==> src/rtl/fetch_unit_pkg.sv <==
// Shared CPU types for the fetch stage: word type, fetch FSM states, NOP encoding.
// Latency: n/a (types and constants only).
// Backpressure: n/a.
package cpu_types_pkg;

  typedef logic [31:0] word_t;

  typedef enum logic [1:0] {
    RUN    = 2'd0,
    WAIT   = 2'd1,
    HALTED = 2'd2
  } fetch_state_t;

  // sll $0,$0,0 -- the canonical bubble instruction
  localparam word_t NOP_INSTR = 32'h0000_0000;
  localparam word_t PC_STEP   = 32'd4;

endpackage

==> src/rtl/fetch_unit_if.sv <==
// Bundles the icache, hazard/redirect and IF/ID signals of the fetch stage.
// Latency: n/a (wiring only).
// Backpressure: stall from the hazard unit, ihit from the icache. Optional FETCH_PERF_EN adds counters.
interface fetch_unit_if;
  import cpu_types_pkg::*;

  logic  ihit;
  word_t iload;
  logic  iREN;
  word_t iaddr;
  logic  stall;
  logic  redirect;
  word_t redirect_pc;
  logic  halt_in;
  word_t instr;
  word_t npc;
  logic  valid;
  logic  halted;
`ifdef FETCH_PERF_EN
  word_t fetch_cnt;
  word_t miss_cyc;
`endif

`ifdef FETCH_PERF_EN
  modport master (
    input  ihit, iload, stall, redirect, redirect_pc, halt_in,
    output iREN, iaddr, instr, npc, valid, halted, fetch_cnt, miss_cyc
  );
  modport slave (
    output ihit, iload, stall, redirect, redirect_pc, halt_in,
    input  iREN, iaddr, instr, npc, valid, halted, fetch_cnt, miss_cyc
  );
`else
  modport master (
    input  ihit, iload, stall, redirect, redirect_pc, halt_in,
    output iREN, iaddr, instr, npc, valid, halted
  );
  modport slave (
    output ihit, iload, stall, redirect, redirect_pc, halt_in,
    input  iREN, iaddr, instr, npc, valid, halted
  );
`endif

endinterface

==> src/rtl/fetch_unit_if_id_reg.sv <==
// IF/ID pipeline latch: captures instr/npc on load, writes a bubble on flush.
// Latency: 1 cycle from load/flush to outputs.
// Backpressure: neither load nor flush holds the current contents; flush beats load.
module if_id_reg
  import cpu_types_pkg::*;
(
  input  logic  CLK,
  input  logic  nRST,
  input  logic  load,
  input  logic  flush,
  input  word_t instr_in,
  input  word_t npc_in,
  output word_t instr,
  output word_t npc,
  output logic  valid
);

  // Latch update: reset/flush give a bubble, load captures, otherwise hold.
  always_ff @(posedge CLK) begin
    if (!nRST || flush) begin
      instr <= NOP_INSTR;
      npc   <= '0;
      valid <= 1'b0;
    end else if (load) begin
      instr <= instr_in;
      npc   <= npc_in;
      valid <= 1'b1;
    end
  end

endmodule

==> src/rtl/fetch_unit.sv <==
// Fetch stage: owns the PC, the RUN/WAIT/HALTED FSM and the IF/ID load policy. Macro FETCH_PERF_EN adds counters.
// Latency: address in cycle N, instruction at IF/ID in N+1 on a hit; redirect target addressed in N+1.
// Backpressure: stall freezes PC and IF/ID (hit data dropped, refetched); a miss re-presents the PC and inserts bubbles.
module fetch_unit
  import cpu_types_pkg::*;
#(
  parameter word_t PC_INIT = 32'h0000_0000
)(
  input logic          CLK,
  input logic          nRST,
  fetch_unit_if.master bus
);

  fetch_state_t state, state_nxt;
  word_t        pc, pc_nxt;
  word_t        pc_plus4;
  logic         ifid_load;
  logic         ifid_flush;

  assign pc_plus4 = pc + PC_STEP;  // 32-bit modulo wrap is intended

  // PC and FSM state register.
  always_ff @(posedge CLK) begin
    if (!nRST) begin
      pc    <= PC_INIT;
      state <= RUN;
    end else begin
      pc    <= pc_nxt;
      state <= state_nxt;
    end
  end

  // Priority: redirect > halt (unstalled) > stall > hit > miss; HALTED ignores everything.
  always_comb begin
    state_nxt  = state;
    pc_nxt     = pc;
    ifid_load  = 1'b0;
    ifid_flush = 1'b0;
    if (state == HALTED) begin
      ifid_flush = 1'b1;
    end else if (bus.redirect) begin
      pc_nxt     = {bus.redirect_pc[31:2], 2'b00};
      ifid_flush = 1'b1;
      state_nxt  = RUN;  // any outstanding miss is abandoned
    end else if (bus.halt_in && !bus.stall) begin
      ifid_flush = 1'b1;
      state_nxt  = HALTED;
    end else if (bus.stall) begin
      // Hold PC and IF/ID; still track the icache so miss cycles are accounted.
      state_nxt = bus.ihit ? RUN : WAIT;
    end else if (bus.ihit) begin
      ifid_load = 1'b1;
      pc_nxt    = pc_plus4;
      state_nxt = RUN;
    end else begin
      ifid_flush = 1'b1;
      state_nxt  = WAIT;
    end
  end

  assign bus.iREN   = (state != HALTED);
  assign bus.iaddr  = pc;
  assign bus.halted = (state == HALTED);

  if_id_reg u_if_id (
    .CLK      (CLK),
    .nRST     (nRST),
    .load     (ifid_load),
    .flush    (ifid_flush),
    .instr_in (bus.iload),
    .npc_in   (pc_plus4),
    .instr    (bus.instr),
    .npc      (bus.npc),
    .valid    (bus.valid)
  );

`ifdef FETCH_PERF_EN
  word_t fetch_cnt_q, miss_cyc_q;

  // Saturating performance counters; they stop moving once halted.
  always_ff @(posedge CLK) begin
    if (!nRST) begin
      fetch_cnt_q <= '0;
      miss_cyc_q  <= '0;
    end else if (state != HALTED) begin
      if (ifid_load && fetch_cnt_q != 32'hFFFF_FFFF)
        fetch_cnt_q <= fetch_cnt_q + 32'd1;
      if (state == WAIT && miss_cyc_q != 32'hFFFF_FFFF)
        miss_cyc_q <= miss_cyc_q + 32'd1;
    end
  end

  assign bus.fetch_cnt = fetch_cnt_q;
  assign bus.miss_cyc  = miss_cyc_q;
`endif

endmodule

==> src/flat_wrapper.sv <==
// flat-port wrapper written by rule: the top's interface ports become plain ports
module fetch_unit_flat import cpu_types_pkg::*;
#(
  parameter word_t PC_INIT = 32'h0000_0000
)
  (CLK, nRST, bus_ihit, bus_iload, bus_stall, bus_redirect, bus_redirect_pc, bus_halt_in, bus_iREN, bus_iaddr, bus_instr, bus_npc, bus_valid, bus_halted);
  fetch_unit_if bus_i ();
  input logic CLK;
  input logic nRST;
  input wire logic [$bits(bus_i.ihit)-1:0] bus_ihit;
  input wire logic [$bits(bus_i.iload)-1:0] bus_iload;
  input wire logic [$bits(bus_i.stall)-1:0] bus_stall;
  input wire logic [$bits(bus_i.redirect)-1:0] bus_redirect;
  input wire logic [$bits(bus_i.redirect_pc)-1:0] bus_redirect_pc;
  input wire logic [$bits(bus_i.halt_in)-1:0] bus_halt_in;
  output wire logic [$bits(bus_i.iREN)-1:0] bus_iREN;
  output wire logic [$bits(bus_i.iaddr)-1:0] bus_iaddr;
  output wire logic [$bits(bus_i.instr)-1:0] bus_instr;
  output wire logic [$bits(bus_i.npc)-1:0] bus_npc;
  output wire logic [$bits(bus_i.valid)-1:0] bus_valid;
  output wire logic [$bits(bus_i.halted)-1:0] bus_halted;
  assign bus_i.ihit = bus_ihit;
  assign bus_i.iload = bus_iload;
  assign bus_i.stall = bus_stall;
  assign bus_i.redirect = bus_redirect;
  assign bus_i.redirect_pc = bus_redirect_pc;
  assign bus_i.halt_in = bus_halt_in;
  assign bus_iREN = bus_i.iREN;
  assign bus_iaddr = bus_i.iaddr;
  assign bus_instr = bus_i.instr;
  assign bus_npc = bus_i.npc;
  assign bus_valid = bus_i.valid;
  assign bus_halted = bus_i.halted;
  fetch_unit #(.PC_INIT(PC_INIT)) u_core (.CLK(CLK), .nRST(nRST), .bus(bus_i));
endmodule
==> config.mk <==
export PLATFORM = sky130hd
export DESIGN_NAME = fetch_unit_flat
export DESIGN_NICKNAME = d
export VERILOG_FILES = /design/src/rtl/fetch_unit_pkg.sv /design/src/rtl/fetch_unit_if.sv /design/src/rtl/fetch_unit_if_id_reg.sv /design/src/rtl/fetch_unit.sv /design/src/flat_wrapper.sv
export SDC_FILE = /design/constraint.sdc
export NUM_CORES = 1
export LEC_CHECK = 0
export BUFFER_PORTS_ARGS = -buffer_cell sky130_fd_sc_hd__buf_4
export CORE_ASPECT_RATIO = 1.4
export CORE_UTILIZATION = 36
export DETAILED_ROUTE_END_ITERATION = 8
export PLACE_DENSITY = 0.72
export SLEW_MARGIN = 30
export SYNTH_ARGS = -nofsm -noshare
export SYNTH_HDL_FRONTEND = slang
export SYNTH_SLANG_ARGS = --single-unit
==> constraint.sdc <==
create_clock -name CLK -period 2 [get_ports CLK]
set_clock_uncertainty 0.05 [all_clocks]
set_input_delay 0 -clock CLK [delete_from_list [all_inputs] [get_ports CLK]]
set_output_delay 0 -clock CLK [all_outputs]
set_load 0.02 [all_outputs]
==> results.tsv <==
stage	metric	value	unit
global_route	antenna_found_initial	0	
cells_and_area	multiInputGateArea	2400	um2
clock_tree	clock_latency	340	ps
sta	tightest_slew	537	ps
detailed_routing	wire_per_inst	16.1	um
floorplanning	ioPinCount	169	
critical_path	rr_worst_depth	5	
global_route	use_met1	25.7	%
status	outcome	finished, final reports clean	
global_route	grt_busiest_layer	met2	
cells_and_area	final_layout_size_suffix_gt1_share	30.8	%
pwr	p_leak	2.82	nW
placement	dp_hpwl	10800	um
pwr	clkPwrFrac	39.7	%
pwr	pwr-share-seq	43.4	%
critical_path	rr_startpoint	u_core.state[0]$_SDFFE_PN0N_	
global_route	overflow	0	
critical_path	startpoint_type	input pin	
placement	dp_cells	880	
detailed_routing	firstDrtPassIters	5	
min_path	min_path_type	in -> reg	
cells_and_area	instances_no_fill	950	
critical_path	path_cells	dlygate4sd3_1, buf_4, or3b_1, buf_4, a21oi_2, buf_4, nand4b_1, mux2_2, o21ai_0	
cells_and_area	regArea	1910	um2
critical_path	critPathKind	in -> reg	
synthesis	syn-cell-area	4480	um2
critical_path	cp-startpoint	bus_stall	
synthesis	yosysSeqAreaShare	42.5	%
critical_path	r2r_slack	90	ps
pwr	power.net_switching	0.00117	W
job	maxCapViolCount	0	
detailed_routing	drtIter0Drc	259	
placement	io_buffers	162	
clock_tree	cts_root_buf	clkbuf_16	
critical_path	path_common_cell	buf_4	
min_path	holdPathEnd	u_core.bus.iaddr[17]$_SDFFE_PN0P_	
global_route	grt_max_degree	60	
sta	setup_viol	0	
cells_and_area	area_delta_synth_final	56.8	%
floorplanning	coreArea	12000	um2
cells_and_area	num_antenna_cells	0	
clock_tree	clk_path_buf_depth	2	
min_path	hp-start	bus_redirect_pc[17]	
synthesis	synth-edff-count	0	
synthesis	synth-seq-cells	95	
clock_tree	cts_made_buffers	9	
sta	finalHoldViolations	0	
synthesis	ys_async_sr_fraction	0	%
critical_path	cpLargestDelayFamily	buffers and inverters	
synthesis	synthCells	565	
detailed_routing	vias	5059	
critical_path	worstPathMaxFanout	15	
sta	rsz0062_at_grt	false	
sta	finalMaxSlewViolations	0	
global_route	grt_pass1_wl	23600	um
detailed_routing	post_drt_via_cell_ratio	5.33	
clock_tree	path_clk_slew	60	ps
placement	place.gp.congestion	0.875	
sta	min_period_over_period	95.6	%
global_route	grt_util_met3	4.88	%
detailed_routing	drc	0	
clock_tree	h-tree-depth	3	
floorplanning	fp.dieW	96.2	um
critical_path	critPathSlowestCell	dlygate4sd3_1	
clock_tree	cts_tree	built	
synthesis	ys_types	49	
global_route	use_met2	41.8	%
cells_and_area	final_util	58.5	%
global_route	globalRouteTotalUtil	23.5	%
critical_path	worstSetupEndpointType	flip-flop	
critical_path	cp.arrival	2130	ps
synthesis	synth_most_common_cell	nand2_1	
pwr	comb_power_share	16.9	%
synthesis	yosysTopAreaCellShare	42.5	%
sta	period_needed	1910	ps
cells_and_area	n_fill_cell	1085	
pwr	internal-power	0.00342	W
synthesis	dominantRegCellSynth	dfxtp_1	
floorplanning	initial_core_util	37.3	%
synthesis	yosysWarnings	0	
sta	fmax	0.523	GHz
pwr	switching_share	25.5	%
clock_tree	cts_sinks	95	
floorplanning	die_y	134	um
floorplanning	die_area	12900	um2
critical_path	required	2220	ps
min_path	min_path_cells	4	
synthesis	synth.avg_cell_area	7.92	um2
pwr	vdd_drop_max	0.000373	V
sta	final.setup.tns	0	ps
synthesis	synth_area_leaders	dfxtp_1 42%, nand2_1 8.1%, a21oi_1 5.5%	
cells_and_area	final_nets	870	
pwr	power_density	654	nW/um2
global_route	grt_pass1_vias	4887	
synthesis	synth_area_leader_cell	dfxtp_1	
critical_path	reg2reg_to	u_core.state[0]$_SDFFE_PN0N_	
detailed_routing	routed_wl	15300	um
detailed_routing	ant_nets	0	
critical_path	crit_buf_inv	4	
synthesis	netlist_top_cells_count	97 x nand2_1, 95 x dfxtp_1, 61 x nor2_1, 49 x a21oi_1, 33 x clkbuf_1	
sta	slew_headroom	64.1	%
critical_path	max_stage_delay	540	ps
floorplanning	num_rows	47	
==> repair_timing <==
action	in CTS	in global routing
hold endpoints to repair	53	0
buffers inserted	0	2
hold buffers	53	0
endpoints found under the setup margin	0	15
gates resized for setup	0	9
==> flip-flops by register name, indices dropped and copies added, names as in the netlist <==
name                  cells
u_core.u_if_id.instr     32
u_core.bus.iaddr         30
u_core.state              2
u_core.u_if_id.npc       30
u_core.u_if_id.valid      1
==> cell usage in the layout (no fill, tap or decap), drive strengths merged, types with 6 or more instances in the layout <==
master,n
buf,215
nand2,97
dfxtp,95
nor2,61
dlygate4sd3,53
a21oi,50
a211oi,27
o21ai,25
nand3,19
xnor2,18
nand4,15
clkbuf,13
a22o,11
nor3,10
xor2,9
a32o,8
nor4,8
inv,7
and3,6
a22oi,6
==> tightest hold or removal path, stage by stage <==
cell and delay, ps:
buf_4 80, a22o_1 130, a22oi_1 80, nor2_1 70
==> stage by stage <==
| stage | instance area (um2) | total power, W | hold slack (ps) | setup WS (ps) |
|---|---|---|---|---|
| 6_report | 7020 | 0.00459 | 3.76 | 87.1 |
| 5_1_grt | 7020 | 0.00477 | 30.1 | 3.08 |
| 3_3_place_gp | 6110 | 0.00270 | 138 | 164 |
| 4_1_cts | 6960 | 0.00460 | 0.608 | 65.8 |
| 3_5_place_dp | 6110 | 0.00271 | 157 | 105 |
| 2_1_floorplan | 4500 | 0.00238 | 28.3 | 28.1 |
==> layer usage <==
metal,share of wire (%),up-vias
met5,0,-
met4,3.8,0
met3,7.6,44
met2,50,215
met1,38,2341
li1,-,2459
==> power by group through the flow <==
stage          Combinational [W]  Sequential, W  Clock (W)
6_report                0.000778        0.00199    0.00182
5_1_grt                 0.000840        0.00200    0.00193
4_1_cts                 0.000768        0.00199    0.00184
3_5_place_dp            0.000682        0.00203          0
3_3_place_gp            0.000671        0.00203          0
2_1_floorplan           0.000285        0.00210          0
==> worst max-delay path by stage <==
stage	slack, ps	cells past startpoint	endpoint
final	90	9	u_core.bus.iaddr[29]$_SDFFE_PN0P_
after detailed placement	110	5	u_core.u_if_id.npc[27]$_SDFFE_PP0P_
after global routing	3	9	u_core.bus.iaddr[29]$_SDFFE_PN0P_
after floorplan	30	7	u_core.bus.iaddr[24]$_SDFFE_PN0P_
after global placement	160	7	u_core.u_if_id.npc[24]$_SDFFE_PP0P_
after CTS	70	8	u_core.bus.iaddr[13]$_SDFFE_PN0P_
==> logic make-up (layout without fill, tap and decap cells) <==
family                     Yosys count  count (layout)  synth area share [%]
adders and majority gates            1               1                 0.280
and+or+nand+nor                    231             231                  23.7
DFF                                 95              95                  42.5
buffers and inverters               57             292                  5.40
AOI/OAI and AO/OA                  150             150                  22.1
xor gates and xnor gates            27              27                  5.28
other                                1               4                0.0838
muxes                                3               3                 0.699
==> layout make-up <==
type                            count  share of cell area [%]
Sequential cell                    95                    27.2
Inverter                            9                   0.482
Multi-Input combinational cell    416                    34.2
Clock inverter                      2                   0.535
Clock buffer                       13                    4.00
Tap cell                          147                    2.62
Timing Repair Buffer              268                    31.0
No activity file was read; power rests on OpenSTA's default activity.
